**config.mk**
```make
export PLATFORM = sky130hd
export DESIGN_NAME = membus_port_arb_flat
export DESIGN_NICKNAME = d
export VERILOG_FILES = /design/src/rtl/membus_pkg.sv /design/src/rtl/membus_port_arb_if.sv /design/src/rtl/membus_rr_pick.sv /design/src/rtl/membus_port_arb.sv /design/src/flat_wrapper.sv
export SDC_FILE = /design/constraint.sdc
export NUM_CORES = 1
export LEC_CHECK = 0
export CAP_MARGIN = 20
export CORE_AREA = 4 4 187 189
export CTS_BUF_LIST = sky130_fd_sc_hd__clkbuf_2 sky130_fd_sc_hd__clkbuf_4 sky130_fd_sc_hd__clkbuf_8
export CTS_CLUSTER_DIAMETER = 120
export CTS_CLUSTER_SIZE = 14
export DETAILED_ROUTE_END_ITERATION = 10
export DIE_AREA = 0 0 191 193
export GPL_TIMING_DRIVEN = 0
export SYNTH_ARGS = -nofsm -noshare
export SYNTH_HDL_FRONTEND = slang
export SYNTH_SLANG_ARGS = --single-unit
```
**constraint.sdc**
```tcl
create_clock -name clk -period 4.05 [get_ports clk]
set_clock_uncertainty 0.15 [all_clocks]
set_input_delay 0.6075 -clock clk [delete_from_list [all_inputs] [get_ports clk]]
set_output_delay 0.6075 -clock clk [all_outputs]
set_load 0.05 [all_outputs]
```
**src/rtl/membus_pkg.sv**
```systemverilog
// Shared types and widths for the memory-bus port arbiter family.
package membus_pkg;

    localparam int MA_W  = 15;
    localparam int MB_W  = 36;
    localparam int SEL_W = 4;
    localparam int NPORT = 4;
    localparam int CNT_W = 10;

    typedef enum logic [2:0] {
        ST_IDLE,
        ST_ADDR,
        ST_RD_WAIT,
        ST_WR_WAIT,
        ST_RELEASE
    } state_t;

endpackage

```
**src/rtl/membus_port_arb_if.sv**
```systemverilog
// Bundle of the four processor-side ports, the memory-side port and arbiter status.
// Per-port signals are indexed by port number (element n belongs to port n).
interface membus_port_arb_if;
    import membus_pkg::*;

    logic [NPORT-1:0] membus_rq_cyc;
    logic [NPORT-1:0] membus_rd_rq;
    logic [NPORT-1:0] membus_wr_rq;
    logic [NPORT-1:0] membus_wr_rs;
    logic [MA_W-1:0]  membus_ma     [NPORT];
    logic [SEL_W-1:0] membus_sel    [NPORT];
    logic [MB_W-1:0]  membus_mb_in  [NPORT];
    logic [NPORT-1:0] membus_addr_ack;
    logic [NPORT-1:0] membus_rd_rs;
    logic [MB_W-1:0]  membus_mb_out [NPORT];

    logic             mem_rq_cyc;
    logic             mem_rd_rq;
    logic             mem_wr_rq;
    logic             mem_wr_rs;
    logic [MA_W-1:0]  mem_ma;
    logic [MB_W-1:0]  mem_mb_out;
    logic             mem_addr_ack;
    logic             mem_rd_rs;
    logic [MB_W-1:0]  mem_mb_in;

    logic [1:0]       grant;
    logic             busy;
    logic             timeout_err;

    // Arbiter side
    modport slave (
        input  membus_rq_cyc, membus_rd_rq, membus_wr_rq, membus_wr_rs,
               membus_ma, membus_sel, membus_mb_in,
               mem_addr_ack, mem_rd_rs, mem_mb_in,
        output membus_addr_ack, membus_rd_rs, membus_mb_out,
               mem_rq_cyc, mem_rd_rq, mem_wr_rq, mem_wr_rs, mem_ma, mem_mb_out,
               grant, busy, timeout_err
    );

    // Processor/memory/environment side
    modport master (
        output membus_rq_cyc, membus_rd_rq, membus_wr_rq, membus_wr_rs,
               membus_ma, membus_sel, membus_mb_in,
               mem_addr_ack, mem_rd_rs, mem_mb_in,
        input  membus_addr_ack, membus_rd_rs, membus_mb_out,
               mem_rq_cyc, mem_rd_rq, mem_wr_rq, mem_wr_rs, mem_ma, mem_mb_out,
               grant, busy, timeout_err
    );

endinterface

```
**src/rtl/membus_rr_pick.sv**
```systemverilog
// Four-request priority encoder. With rr_en the search starts at ptr and wraps;
// without it the search always starts at request 0.
module membus_rr_pick (
    input  logic [3:0] req,
    input  logic [1:0] ptr,
    input  logic       rr_en,
    output logic [1:0] idx,
    output logic       valid
);

    logic [1:0] start;
    logic [1:0] cand;

    // Walk from the farthest candidate back to the start so the nearest one wins.
    always_comb begin
        idx   = '0;
        valid = 1'b0;
        start = rr_en ? ptr : 2'd0;
        cand  = start;
        for (int i = 3; i >= 0; i--) begin
            cand = start + 2'(i);
            if (req[cand]) begin
                idx   = cand;
                valid = 1'b1;
            end
        end
    end

endmodule

```
**src/rtl/membus_port_arb.sv**
```systemverilog
// Four-port memory-bus arbiter: decodes module select, grants one port at a time
// and sequences its read / write / read-modify-write handshake to the memory.
//
// state      | meaning
// -----------+---------------------------------------------------------------
// IDLE       | no cycle in progress; pick a requester
// ADDR       | address phase driven to memory, waiting for mem_addr_ack
// RD_WAIT    | read data routed to granted port, waiting for mem_rd_rs
// WR_WAIT    | write data routed to memory, waiting for port's wr_rs
// RELEASE    | memory controls low, waiting for granted rq_cyc to fall
module membus_port_arb
    import membus_pkg::*;
#(
    parameter logic [SEL_W-1:0] MEMSEL_P0   = 4'b0000,
    parameter logic [SEL_W-1:0] MEMSEL_P1   = 4'b0000,
    parameter logic [SEL_W-1:0] MEMSEL_P2   = 4'b0000,
    parameter logic [SEL_W-1:0] MEMSEL_P3   = 4'b0000,
    parameter logic [NPORT-1:0] PORT_EN     = 4'b0001,
    parameter bit               ROUND_ROBIN = 1'b1,
    parameter logic [CNT_W-1:0] TIMEOUT     = 10'd1023
) (
    input logic              clk,
    input logic              reset,
    membus_port_arb_if.slave bus
);

    localparam logic [SEL_W-1:0] MEMSEL [NPORT] = '{MEMSEL_P0, MEMSEL_P1, MEMSEL_P2, MEMSEL_P3};
    // Counter value seen during the TIMEOUT-th cycle of a wait state.
    localparam logic [CNT_W-1:0] TO_LAST = TIMEOUT - CNT_W'(1);

    state_t           state_q, state_d;
    logic [1:0]       grant_q, grant_d;
    logic [1:0]       ptr_q, ptr_d;
    logic [CNT_W-1:0] cnt_q, cnt_d;

    logic [NPORT-1:0] req;
    logic [1:0]       pick_idx;
    logic             pick_vld;

    logic g_cyc, g_rd, g_wr, g_wrs;
    logic in_cycle, to_hit, live;
    logic addr_hit, rd_hit, wr_hit;

    // A port requests only when enabled and its select matches its jumper.
    always_comb begin
        req = '0;
        for (int n = 0; n < NPORT; n++) begin
            req[n] = bus.membus_rq_cyc[n] & PORT_EN[n] & (bus.membus_sel[n] == MEMSEL[n]);
        end
    end

    membus_rr_pick u_pick (
        .req   (req),
        .ptr   (ptr_q),
        .rr_en (ROUND_ROBIN),
        .idx   (pick_idx),
        .valid (pick_vld)
    );

    assign g_cyc    = bus.membus_rq_cyc[grant_q];
    assign g_rd     = bus.membus_rd_rq[grant_q];
    assign g_wr     = bus.membus_wr_rq[grant_q];
    assign g_wrs    = bus.membus_wr_rs[grant_q];

    assign in_cycle = (state_q == ST_ADDR) || (state_q == ST_RD_WAIT) || (state_q == ST_WR_WAIT);
    // A timeout wins over any pulse arriving in the same cycle.
    assign to_hit   = in_cycle && (cnt_q == TO_LAST);
    assign live     = in_cycle && g_cyc && !to_hit;
    assign addr_hit = live && (state_q == ST_ADDR)    && bus.mem_addr_ack;
    assign rd_hit   = live && (state_q == ST_RD_WAIT) && bus.mem_rd_rs;
    assign wr_hit   = live && (state_q == ST_WR_WAIT) && g_wrs;

    // Next-state, grant and rotating-pointer computation.
    always_comb begin
        state_d = state_q;
        grant_d = grant_q;
        ptr_d   = ptr_q;
        unique case (state_q)
            ST_IDLE: begin
                if (pick_vld) begin
                    grant_d = pick_idx;
                    state_d = ST_ADDR;
                end
            end
            ST_ADDR: begin
                if (to_hit || !g_cyc) state_d = ST_RELEASE;
                else if (addr_hit)    state_d = g_rd ? ST_RD_WAIT : (g_wr ? ST_WR_WAIT : ST_RELEASE);
            end
            ST_RD_WAIT: begin
                if (to_hit || !g_cyc) state_d = ST_RELEASE;
                else if (rd_hit)      state_d = g_wr ? ST_WR_WAIT : ST_RELEASE;
            end
            ST_WR_WAIT: begin
                if (to_hit || !g_cyc || wr_hit) state_d = ST_RELEASE;
            end
            ST_RELEASE: begin
                if (!g_cyc) begin
                    state_d = ST_IDLE;
                    // Pointer holds the port searched first next time.
                    ptr_d   = grant_q + 2'd1;
                end
            end
            default: state_d = ST_IDLE;
        endcase
    end

    // Stall counter restarts on every state entry and only runs in wait states.
    always_comb begin
        cnt_d = ((state_d != state_q) || !in_cycle) ? '0 : cnt_q + CNT_W'(1);
    end

    // State registers.
    always_ff @(posedge clk or posedge reset) begin
        if (reset) begin
            state_q <= ST_IDLE;
            grant_q <= '0;
            ptr_q   <= '0;
            cnt_q   <= '0;
        end else begin
            state_q <= state_d;
            grant_q <= grant_d;
            ptr_q   <= ptr_d;
            cnt_q   <= cnt_d;
        end
    end

    // Per-port return paths, zero for every port except the granted one.
    always_comb begin
        bus.membus_addr_ack = '0;
        bus.membus_rd_rs    = '0;
        for (int n = 0; n < NPORT; n++) begin
            bus.membus_mb_out[n] = '0;
        end
        if (addr_hit) bus.membus_addr_ack[grant_q] = 1'b1;
        if (rd_hit)   bus.membus_rd_rs[grant_q]    = 1'b1;
        if (state_q == ST_RD_WAIT) bus.membus_mb_out[grant_q] = bus.mem_mb_in;
    end

    assign bus.mem_rq_cyc  = in_cycle && g_cyc;
    assign bus.mem_rd_rq   = in_cycle && g_rd;
    assign bus.mem_wr_rq   = in_cycle && g_wr;
    assign bus.mem_wr_rs   = wr_hit;
    assign bus.mem_ma      = in_cycle ? bus.membus_ma[grant_q] : '0;
    assign bus.mem_mb_out  = (state_q == ST_WR_WAIT) ? bus.membus_mb_in[grant_q] : '0;
    assign bus.grant       = grant_q;
    assign bus.busy        = (state_q != ST_IDLE);
    assign bus.timeout_err = to_hit;

endmodule

```
**src/flat_wrapper.sv**
```systemverilog
// flat-port wrapper written by rule: the top's interface ports become plain ports
module membus_port_arb_flat import membus_pkg::*;
#(
    parameter logic [SEL_W-1:0] MEMSEL_P0   = 4'b0000,
    parameter logic [SEL_W-1:0] MEMSEL_P1   = 4'b0000,
    parameter logic [SEL_W-1:0] MEMSEL_P2   = 4'b0000,
    parameter logic [SEL_W-1:0] MEMSEL_P3   = 4'b0000,
    parameter logic [NPORT-1:0] PORT_EN     = 4'b0001,
    parameter bit               ROUND_ROBIN = 1'b1,
    parameter logic [CNT_W-1:0] TIMEOUT     = 10'd1023
)
  (clk, reset, bus_membus_rq_cyc, bus_membus_rd_rq, bus_membus_wr_rq, bus_membus_wr_rs, bus_membus_ma, bus_membus_sel, bus_membus_mb_in, bus_mem_addr_ack, bus_mem_rd_rs, bus_mem_mb_in, bus_membus_addr_ack, bus_membus_rd_rs, bus_membus_mb_out, bus_mem_rq_cyc, bus_mem_rd_rq, bus_mem_wr_rq, bus_mem_wr_rs, bus_mem_ma, bus_mem_mb_out, bus_grant, bus_busy, bus_timeout_err);
  membus_port_arb_if bus_i ();
  input logic clk;
  input logic reset;
  input wire logic [$bits(bus_i.membus_rq_cyc)-1:0] bus_membus_rq_cyc;
  input wire logic [$bits(bus_i.membus_rd_rq)-1:0] bus_membus_rd_rq;
  input wire logic [$bits(bus_i.membus_wr_rq)-1:0] bus_membus_wr_rq;
  input wire logic [$bits(bus_i.membus_wr_rs)-1:0] bus_membus_wr_rs;
  input wire logic [$bits(bus_i.membus_ma)-1:0] bus_membus_ma;
  input wire logic [$bits(bus_i.membus_sel)-1:0] bus_membus_sel;
  input wire logic [$bits(bus_i.membus_mb_in)-1:0] bus_membus_mb_in;
  input wire logic [$bits(bus_i.mem_addr_ack)-1:0] bus_mem_addr_ack;
  input wire logic [$bits(bus_i.mem_rd_rs)-1:0] bus_mem_rd_rs;
  input wire logic [$bits(bus_i.mem_mb_in)-1:0] bus_mem_mb_in;
  output wire logic [$bits(bus_i.membus_addr_ack)-1:0] bus_membus_addr_ack;
  output wire logic [$bits(bus_i.membus_rd_rs)-1:0] bus_membus_rd_rs;
  output wire logic [$bits(bus_i.membus_mb_out)-1:0] bus_membus_mb_out;
  output wire logic [$bits(bus_i.mem_rq_cyc)-1:0] bus_mem_rq_cyc;
  output wire logic [$bits(bus_i.mem_rd_rq)-1:0] bus_mem_rd_rq;
  output wire logic [$bits(bus_i.mem_wr_rq)-1:0] bus_mem_wr_rq;
  output wire logic [$bits(bus_i.mem_wr_rs)-1:0] bus_mem_wr_rs;
  output wire logic [$bits(bus_i.mem_ma)-1:0] bus_mem_ma;
  output wire logic [$bits(bus_i.mem_mb_out)-1:0] bus_mem_mb_out;
  output wire logic [$bits(bus_i.grant)-1:0] bus_grant;
  output wire logic [$bits(bus_i.busy)-1:0] bus_busy;
  output wire logic [$bits(bus_i.timeout_err)-1:0] bus_timeout_err;
  assign bus_i.membus_rq_cyc = bus_membus_rq_cyc;
  assign bus_i.membus_rd_rq = bus_membus_rd_rq;
  assign bus_i.membus_wr_rq = bus_membus_wr_rq;
  assign bus_i.membus_wr_rs = bus_membus_wr_rs;
  assign bus_i.membus_ma = {>>{bus_membus_ma}};
  assign bus_i.membus_sel = {>>{bus_membus_sel}};
  assign bus_i.membus_mb_in = {>>{bus_membus_mb_in}};
  assign bus_i.mem_addr_ack = bus_mem_addr_ack;
  assign bus_i.mem_rd_rs = bus_mem_rd_rs;
  assign bus_i.mem_mb_in = bus_mem_mb_in;
  assign bus_membus_addr_ack = bus_i.membus_addr_ack;
  assign bus_membus_rd_rs = bus_i.membus_rd_rs;
  assign bus_membus_mb_out = {>>{bus_i.membus_mb_out}};
  assign bus_mem_rq_cyc = bus_i.mem_rq_cyc;
  assign bus_mem_rd_rq = bus_i.mem_rd_rq;
  assign bus_mem_wr_rq = bus_i.mem_wr_rq;
  assign bus_mem_wr_rs = bus_i.mem_wr_rs;
  assign bus_mem_ma = bus_i.mem_ma;
  assign bus_mem_mb_out = bus_i.mem_mb_out;
  assign bus_grant = bus_i.grant;
  assign bus_busy = bus_i.busy;
  assign bus_timeout_err = bus_i.timeout_err;
  membus_port_arb #(.MEMSEL_P0(MEMSEL_P0), .MEMSEL_P1(MEMSEL_P1), .MEMSEL_P2(MEMSEL_P2), .MEMSEL_P3(MEMSEL_P3), .PORT_EN(PORT_EN), .ROUND_ROBIN(ROUND_ROBIN), .TIMEOUT(TIMEOUT)) u_core (.clk(clk), .reset(reset), .bus(bus_i));
endmodule
```
==> Yosys cells after proc, flatten, opt, wreduce, memory -nomap -nowiden <==
Index checks and enable logic that the tools add are counted.
Widths: inputs -> output; s select.
{ "totals": {"elab_cells": 103, "register_bits": 17, "output_inout_bits": 211} }
{ "classes": {"n_eq_ne": 6, "n_bitwise": 4, "muxes": 50, "n_addsub": 5, "n_reduce_logical": 26, "magnitude_cmp": 8} }
{ "ops": {"columns": ["cell", "count"], "rows": [
  ["$and 144x144->144", 1],
  ["$mux 144", 1],
  ["$mux 36", 4],
  ["$bmux 36 s2", 1],
  ["$demux 36 s2", 1],
  ["$mux 15", 3],
  ["$bmux 15 s2", 1],
  ["$mux 3", 9],
  ["$bmux 1 s2", 8],
  ["$lt 2x3->1 const B", 5],
  ["$pmux 3 s5", 1],
  ["$logic_and 1x1->1", 13],
  ["$mux 1", 13],
  ["$add 10x1->10 const B", 1],
  ["$eq 10x10->1 const B", 1],
  ["$mux 10", 1],
  ["$mux 2", 4],
  ["$mux 4", 2],
  ["$eq 3x2->1 const B", 2],
  ["$logic_or 1x1->1", 5],
  ["$add 2x1->2 const B", 2],
  ["$add 2x2->2 const B", 2],
  ["$logic_not 4->1", 1],
  ["$reduce_and 2->1", 2],
  ["other kinds (13)", 15]
]} }

==> Depth between registers and ports, before layout <==
Gate-level depths: netlist of run 1.
{ "depth": {"ltp_word": 14, "mapped_depth": 8, "mapped_depth_nobuf": 7} }

==> By module <==
From an unflattened synthesis of run 1, not the netlist that was laid out.
{ "hier_totals": {"hier_cells": 444, "area_unflattened_um2": 3945.0} }
{ "modules_own_cells": {"columns": ["module", "area_per_inst_um2", "n_inst", "cells_per_inst", "seq_area_each_um2"], "rows": [
  ["membus_port_arb", 3829.9, 1, 425, 425.4],
  ["membus_rr_pick", 115.1, 1, 19, 0.0]
]} }

==> Least setup slack after synthesis of run 1 <==
No wires, ideal clock.
{ "synth_timing": {"path_type": "register to output", "from": "reg u_core.grant_q[1], in the netlist u_core.bus.grant[1]", "to": "out bus_mem_ma[0]", "arrival_time_ns": 2.259, "path_stages_with_launch": 5, "required_time_ns": 3.293, "slack_ns": 1.033, "path_cell_list": "dfrtp_1 buf_2 clkbuf_1 mux4_2 nor2b_1"} }
{ "synth_via": {"elab_chain_len": 5} }
{ "synth_lines": {"columns": ["element", "line", "rtl"], "rows": [
  ["from (decl)", "membus_port_arb.sv:32", "logic [1:0] grant_q, grant_d;"],
  ["from (signal assigned)", "membus_port_arb.sv:121", "grant_q <= grant_d;"],
  ["$not 2->3 (not written as such)", "membus_port_arb.sv:143", "assign bus.mem_ma = in_cycle ? bus.membus_ma[grant_q] : '0;"],
  ["$bmux 15 s2", "membus_port_arb.sv:143", null],
  ["$mux 15 (not written as such) (2 in series)", "membus_port_arb.sv:143", null],
  ["$mux 15", "membus_port_arb.sv:143", null],
  ["to (decl)", "flat_wrapper.sv:33", "output wire logic [$bits(bus_i.mem_ma)-1:0] bus_mem_ma;"]
]} }
No other way between the ends. The select of a mux whose other input is x is not followed.

==> Worst setup path after layout of run 1 <==
{ "layout_timing": {"from": "reg u_core.grant_q[1], in the netlist u_core.bus.grant[1]", "to": "out bus_membus_mb_out[133]"} }
{ "layout_via": {"elab_chain_len": 7} }
{ "layout_lines": {"columns": ["element", "line", "rtl"], "rows": [
  ["$not 2->3 (not written as such) *", "membus_port_arb.sv:136", "if (state_q == ST_RD_WAIT) bus.membus_mb_out[grant_q] = bus.mem_mb_in;"],
  ["$ge 3x3->1 (not written as such) or $lt 3x1->1 (tied branches)", "membus_port_arb.sv:136", null],
  ["$logic_and 1x1->1 (not written as such)", "membus_port_arb.sv:136", null],
  ["$mux 36 (not written as such)", "membus_port_arb.sv:136", null],
  ["$demux 36 s2 *", "membus_port_arb.sv:136", null],
  ["$and 144x144->144 (no source line) *", null, null],
  ["$mux 144 *", "membus_port_arb.sv:136", null],
  ["to (decl)", "flat_wrapper.sv:28", "output wire logic [$bits(bus_i.membus_mb_out)-1:0] bus_membus_mb_out;"]
]} }
Mark *: on every way between the ends. The rest lies on a longest branch, timed or not.

==> flow_metrics.tcl, run 1 <==
set metrics [dict create \
    synth_xor_area_share_pct 1.84 \
    p_int_uw 846 \
    drc_errors 0 \
    synth-compound-area-share_pct 7.08 \
    cts_buffers 3 \
    yosys.area_share.simple_pct 39.4 \
    cts_sinks 15 \
    syn_inst 419 \
    vdd_ir_drop_max_mv 0.136 \
    ys_async_sr_fraction_pct 100 \
    synth_area_leaders "mux4_2, and3_1, dfrtp_1" \
    power_frac_clock_pct 8.7 \
    fin_crit_ns 3.91 \
    cts_setup_buffers 0 \
    yosysUniqueCellTypes 42 \
    relSlewSlack_pct 41.0 \
    drt_iter0_markers 309 \
    yosys.area.top_type "mux4_2" \
    io_pins 487 \
    critical_path.slowest_cell "dlygate4sd2_1" \
    nFillCells 3548 \
    vias 5709 \
    initial_core_util_pct 11.4 \
    grtUsageTotal_pct 14.8 \
    synthMuxAreaShare_pct 32.6 \
    avgRoutedWirePerCell_um 22.3 \
    crit_chain "buf_4 -> buf_2 -> inv_1 -> ha_1 -> clkbuf_1 -> clkbuf_1 -> and3_1 -> dlygate4sd2_1" \
    grt_overflow_total 0 \
    pwr-share-comb_pct 79.8 \
    fin_crit_sh_pct 96.6 \
    layout_commonest_cell "clkdlybuf4s50_1" \
    worstPathArrival_ns 3.16 \
    htree_num_levels 1 \
    setup_violations 0 \
    post-place-ws_ns -0.464 \
    ys_seq_elements 15 \
    tns_ns 0 \
    ant_nets 0 \
    cp_max_fo 10 \
    synth_area_um2 3800 \
    synth_top_family_by_area "simple AND/OR/NAND/NOR gates" \
    worst_path_largest_cell_delay_ns 0.54 \
    synth_nets 701 \
    setup_ws_ns 0.137 \
    yosys_warnings 0 \
    end_kind "output pin" \
    grt_pass1_wl_um 40200 \
    path_class "reg -> out" \
    coreArea_um2 33300 \
    rsz0062_at_grt "no" \
    synth_edf_count 0 \
    grt_pass1_vias 6070 \
    ctsHoldBuffers 0 \
    grt_max_degree 16 \
    drive_above_1_share_pct 10.8 \
    portBuffers 474 \
    cp.required_ns 3.29 \
    switching_power_uw 633 \
    dr.pass1.iters 5 \
    cts.clk_slew.worst_paths_ns 0.07 \
    fp-row-count 67 \
    cpMostUsedCell "clkbuf_1" \
    cts_tree "yes" \
    holdCritPathClass "reg -> reg" \
    avgSynthCellArea_um2 9.07 \
    synthFlopType "dfrtp_1" \
    worstMarginPinSlew_ns 0.877 \
    fmax_mhz 256 \
    cts_root_buf "clkbuf_8" \
    report.final.slew_viol_count 0 \
    area_growth_pct 141 \
    power.density_nw_per_um2 162 \
    finalWirelength_um 30000 \
    antenna_found_initial 1 \
    synthAdderAreaFrac_pct 1.98 \
    power.leakage_uw 0.00406 \
    swShare_pct 42.8 \
    vias_per_cell 4.24 \
    yosysSeqAreaShare_pct 9.88 \
    cap_violations 0 \
    die_h_um 193 \
    final_cell_mix "clkdlybuf4s50_1, and3_1, mux4_2, nor2b_1, dlygate4sd2_1" \
    crit_path_start_kind "flip-flop" \
    place_congestion 0.897 \
    clk_path_buf_depth 2 \
    dieArea_um2 36900 \
    power_frac_seq_pct 11.5 \
    die_x_um 191 \
    hpwl_um 25900 \
    status "finished, final reports clean" \
    hold_violations 0 \
    fin_nets 1180 \
    insertion_delay_ns 0.26 \
    synth_top_area_share_pct 32.6 \
]
[state kept, by name, indices dropped and copies added (netlist names)]
register / cells
u_core.state_q: 3
u_core.bus.grant: 2
u_core.cnt_q: 10
[power groups by stage]
stage | clock network (uW) | registers [uW] | logic, uW
final | 128 | 170 | 1180
after global routing | 137 | 172 | 1250
after detailed placement | 0 | 174 | 1190
after global placement | 0 | 174 | 1180
after floorplan | 0 | 185 | 626
after CTS | 132 | 171 | 1200
[stage by stage]
stage | instances | instance area (um2) | hold slack, ns | util (%) | total power, uW
floorplan | 419 | 3800 | 0.324 | - | 811
global placement | 1341 | 9100 | 0.361 | 27.4 | 1360
detailed placement | 1341 | 9100 | 0.370 | 27.4 | 1360
CTS | 1345 | 9110 | 0.380 | 27.4 | 1500
global route | 1346 | 9150 | 0.420 | 27.5 | 1560
finish | 1347 | 9150 | 0.376 | 27.5 | 1480
[cell type report]
type / count / area [um2] / area share [%]
repair buffers: 474 / 4710 / 51.4
plain buffers: 55 / 254 / 2.78
flip-flops and latches: 15 / 375 / 4.10
well taps: 448 / 561 / 6.13
clock inverters: 1 / 5.00 / 0.0547
clock buffers: 3 / 41.3 / 0.451
inverters: 10 / 37.5 / 0.410
multi-input cells: 339 / 3170 / 34.6
diodes: 2 / 5.00 / 0.0547
[path summary, 6_finish.rpt]
check                               startpoint                endpoint  slack [ns]  depth (start not counted)
setup reg to reg           u_core.bus.grant[0]         u_core.cnt_q[3]        1.31                          6
hold / removal                 u_core.cnt_q[0]         u_core.cnt_q[0]        0.38                          1
hold reg to reg                u_core.cnt_q[0]         u_core.cnt_q[0]        0.38                          1
setup / recovery           u_core.bus.grant[1]  bus_membus_mb_out[133]        0.14                          8
max in group asynchronous                reset         u_core.cnt_q[1]        2.80                          2
min in group asynchronous                reset         u_core.cnt_q[9]        0.56                          2
[cells in the mapped netlist (3+ instances only)]
cell	instances
inv_1	10
ha_1	6
xor2_1	5
nand2_1	7
a211oi_2	10
mux4_2	55
o21ai_0	3
nor2b_1	52
and2_1	8
and3_1	147
nand3_1	8
nor3_1	5
dfrtp_1	15
xnor2_1	3
buf_2	8
clkbuf_1	43
nor2_1	4
[kinds of logic (layout without fill, tap and decap cells)]
| logic type | count (synthesis) | in the layout |
|---|---|---|
| xor gates and xnor gates | 8 | 8 |
| muxes | 55 | 55 |
| adders and majority gates | 6 | 6 |
| and+or+nand+nor | 243 | 243 |
| AOI/OAI and AO/OA | 27 | 27 |
| buffers and inverters | 65 | 543 |
| other | 0 | 2 |
| DFF | 15 | 15 |
[layer usage]
| layer | wire length, um | track usage (%) |
|---|---|---|
| met1 | 11000 | 16.5 |
| met2 | 15300 | 28.0 |
| met3 | 2950 | 3.19 |
| met4 | 737 | 4.45 |
| met5 | 0 | 0 |
[critical path, delay by kind of cell, from the launching register on]
kind / cells / cell delay (ns)
fa+ha+maj: 1 / 0.24
flops: 1 / 0.47
simple gates: 1 / 0.22
buf+inv: 6 / 1.95
[timing repair]
item                                   4_1_cts  5_1_grt
endpoints found under the hold margin        0        0
setup endpoints to repair                  119       32
resized for setup                           64       17
Power figures use the tool's default switching activity.
==> inputs of run 2 (changes only) <==
- CORE_AREA: 4 4 187 189 -> 4 4 185 187
- DIE_AREA: 0 0 191 193 -> 0 0 189 191
- clock period: 4.05 -> 3.15 ns (I/O delays scaled with it)
==> run 2 against run 1 <==
  * Combinational power rose by 31%
  * First-iteration DRC count is 12% lower
  * Sequential power rose by 29%
  * Worst hold slack got worse by 0.015 ns
  * Routed wire length up 0.12%
  * Largest power group unchanged
==> flow_metrics.tcl, run 2 (same netlist as run 1, synthesis figures left out) <==
set metrics [dict create \
    power.leakage_uw 0.00418 \
    cts_buffers 3 \
    initial_core_util_pct 11.7 \
    avgRoutedWirePerCell_um 22.4 \
    rsz0062_at_grt "yes" \
    reg2reg_slack_ns 0.50 \
    ant_nets 0 \
    cts_root_buf "clkbuf_8" \
    ff2ff_path_depth 6 \
    crit_path_start_kind "flip-flop" \
    fmax_mhz 329 \
    top_layer "met4" \
    setup_violations 0 \
    fin_cells 1339 \
    die_x_um 189 \
    cts_tree "yes" \
    vdd_ir_drop_max_mv 0.113 \
    drive_above_1_share_pct 29.9 \
    place_inst 1335 \
    clk_path_buf_depth 2 \
    cts.clk_slew.worst_paths_ns 0.07 \
    antenna_found_initial 3 \
    portBuffers 474 \
    die_h_um 191 \
    setup_ws_ns 0.109 \
    fin_nets 1179 \
    dr.pass1.iters 6 \
    ctsHoldBuffers 0 \
    holdCritPathClass "reg -> reg" \
    power.density_nw_per_um2 220 \
    cp-startpoint "u_core.bus.grant[1]" \
    grt_pass1_wl_um 40800 \
    cts_setup_buffers 0 \
    relSlewSlack_pct 54.1 \
    insertion_delay_ns 0.26 \
    area_growth_pct 131 \
    vias 5711 \
    path_class "reg -> out" \
    largest_reg_flops 10 \
    coreArea_um2 32500 \
    hpwl_um 25800 \
    fp-row-count 66 \
    worstMarginPinSlew_ns 0.683 \
    place_congestion 0.886 \
    finalWirelength_um 30000 \
    dieArea_um2 36100 \
    io_pins 487 \
    vias_per_cell 4.27 \
    htree_num_levels 1 \
    r2r_end "u_core.cnt_q[1]" \
    drt-met1-wl_um 11300 \
    cp_max_fo 10 \
    cts_sinks 15 \
    hold_violations 0 \
    grtUsageTotal_pct 15.3 \
    report.final.slew_viol_count 0 \
    final_cell_mix "clkdlybuf4s50_1, and3_1, buf_2, clkbuf_2, mux4_2" \
    post-place-ws_ns -1.15 \
    worstPathArrival_ns 2.42 \
    grt_overflow_total 0 \
    routed-wl-met2_um 15400 \
    nFillCells 3548 \
    power_uw 1930 \
    wl_met3_um 2670 \
    status "finished, final reports clean" \
    fin_crit_sh_pct 96.5 \
    fin_crit_ns 3.04 \
    utilization_pct 27.1 \
    tns_ns 0 \
    cp.required_ns 2.53 \
    reg2reg_from "u_core.bus.grant[0]" \
    drt_iter0_markers 272 \
    cap_violations 0 \
    grt_pass1_vias 5957 \
    critPathCapture "bus_mem_mb_out[12]" \
    grt_max_degree 16 \
    top_register "u_core.cnt_q" \
    layout_commonest_cell "clkdlybuf4s50_1" \
    drc_errors 0 \
    end_kind "output pin" \
]
==> run 2: cell types whose count changed in the layout (fill, tap and decap cells not counted), sizes merged <==
cell	before	now
dlygate4sd2	49	37
diode	2	1
buf	12	71
dlymetal6s2s	9	3
clkdlybuf4s50	414	267
clkbuf	46	86
clkdlybuf4s15	2	67
==> run 2: worst min path at each step <==
stage | from | endpoint | cells after the start | slack, ns
CTS | u_core.cnt_q[0] | u_core.cnt_q[0] | 1 | 0.36
finish | u_core.cnt_q[0] | u_core.cnt_q[0] | 1 | 0.36
global placement | u_core.cnt_q[0] | u_core.cnt_q[0] | 1 | 0.35
floorplan | reset | u_core.bus.grant[0] | 1 | 0.22
global route | u_core.cnt_q[0] | u_core.cnt_q[0] | 1 | 0.40
detailed placement | u_core.cnt_q[0] | u_core.cnt_q[0] | 1 | 0.35
==> run 2: power breakdown <==
group	leakage [uW]	switching (uW)	internal [uW]	total, uW
clock	0.0000255	78.0	88.0	166
sequential	0.000204	16.3	203	219
combinational	0.00395	720	827	1550
==> run 2: worst max-delay path, stage by stage, from the launching register on <==
cell and delay (ns):
dfrtp_2 0.44, buf_6 0.20, clkbuf_1 0.47, mux4_2 0.40, nor2b_1 0.15, clkdlybuf4s15_1 0.49
==> run 2: what timing repair did <==
action | in CTS | in global routing
gates resized for setup | 519 | 184
gates cloned | 0 | 0
setup endpoints to repair | 205 | 182
==> run 2: through the flow <==
step                area, um2  hold slack [ns]
global route             8790            0.396
CTS                      9210            0.365
floorplan                3800            0.224
detailed placement       9100            0.352
global placement         9100            0.352
finish                   8790            0.361
==> run 2: area by class of cell <==
cell class / count / area (um2) / share of cell area (%)
sequential: 15 / 378 / 4.30
inverter: 10 / 37.5 / 0.427
clock buffer: 3 / 41.3 / 0.470
buffer: 54 / 320 / 3.64
clock inverter: 1 / 5.00 / 0.0569
antenna: 1 / 2.50 / 0.0285
multi-input combinational: 339 / 3180 / 36.2
timing repair buffer: 474 / 4270 / 48.6
tap: 442 / 553 / 6.29
==> run 2: metal layers <==
| metal | GRT usage [%] | vias up |
|---|---|---|
| li1 | - | 2555 |
| met1 | 16.9 | 2745 |
| met2 | 29.3 | 368 |
| met3 | 3.78 | 43 |
| met4 | 4.06 | 0 |
| met5 | 0 | - |
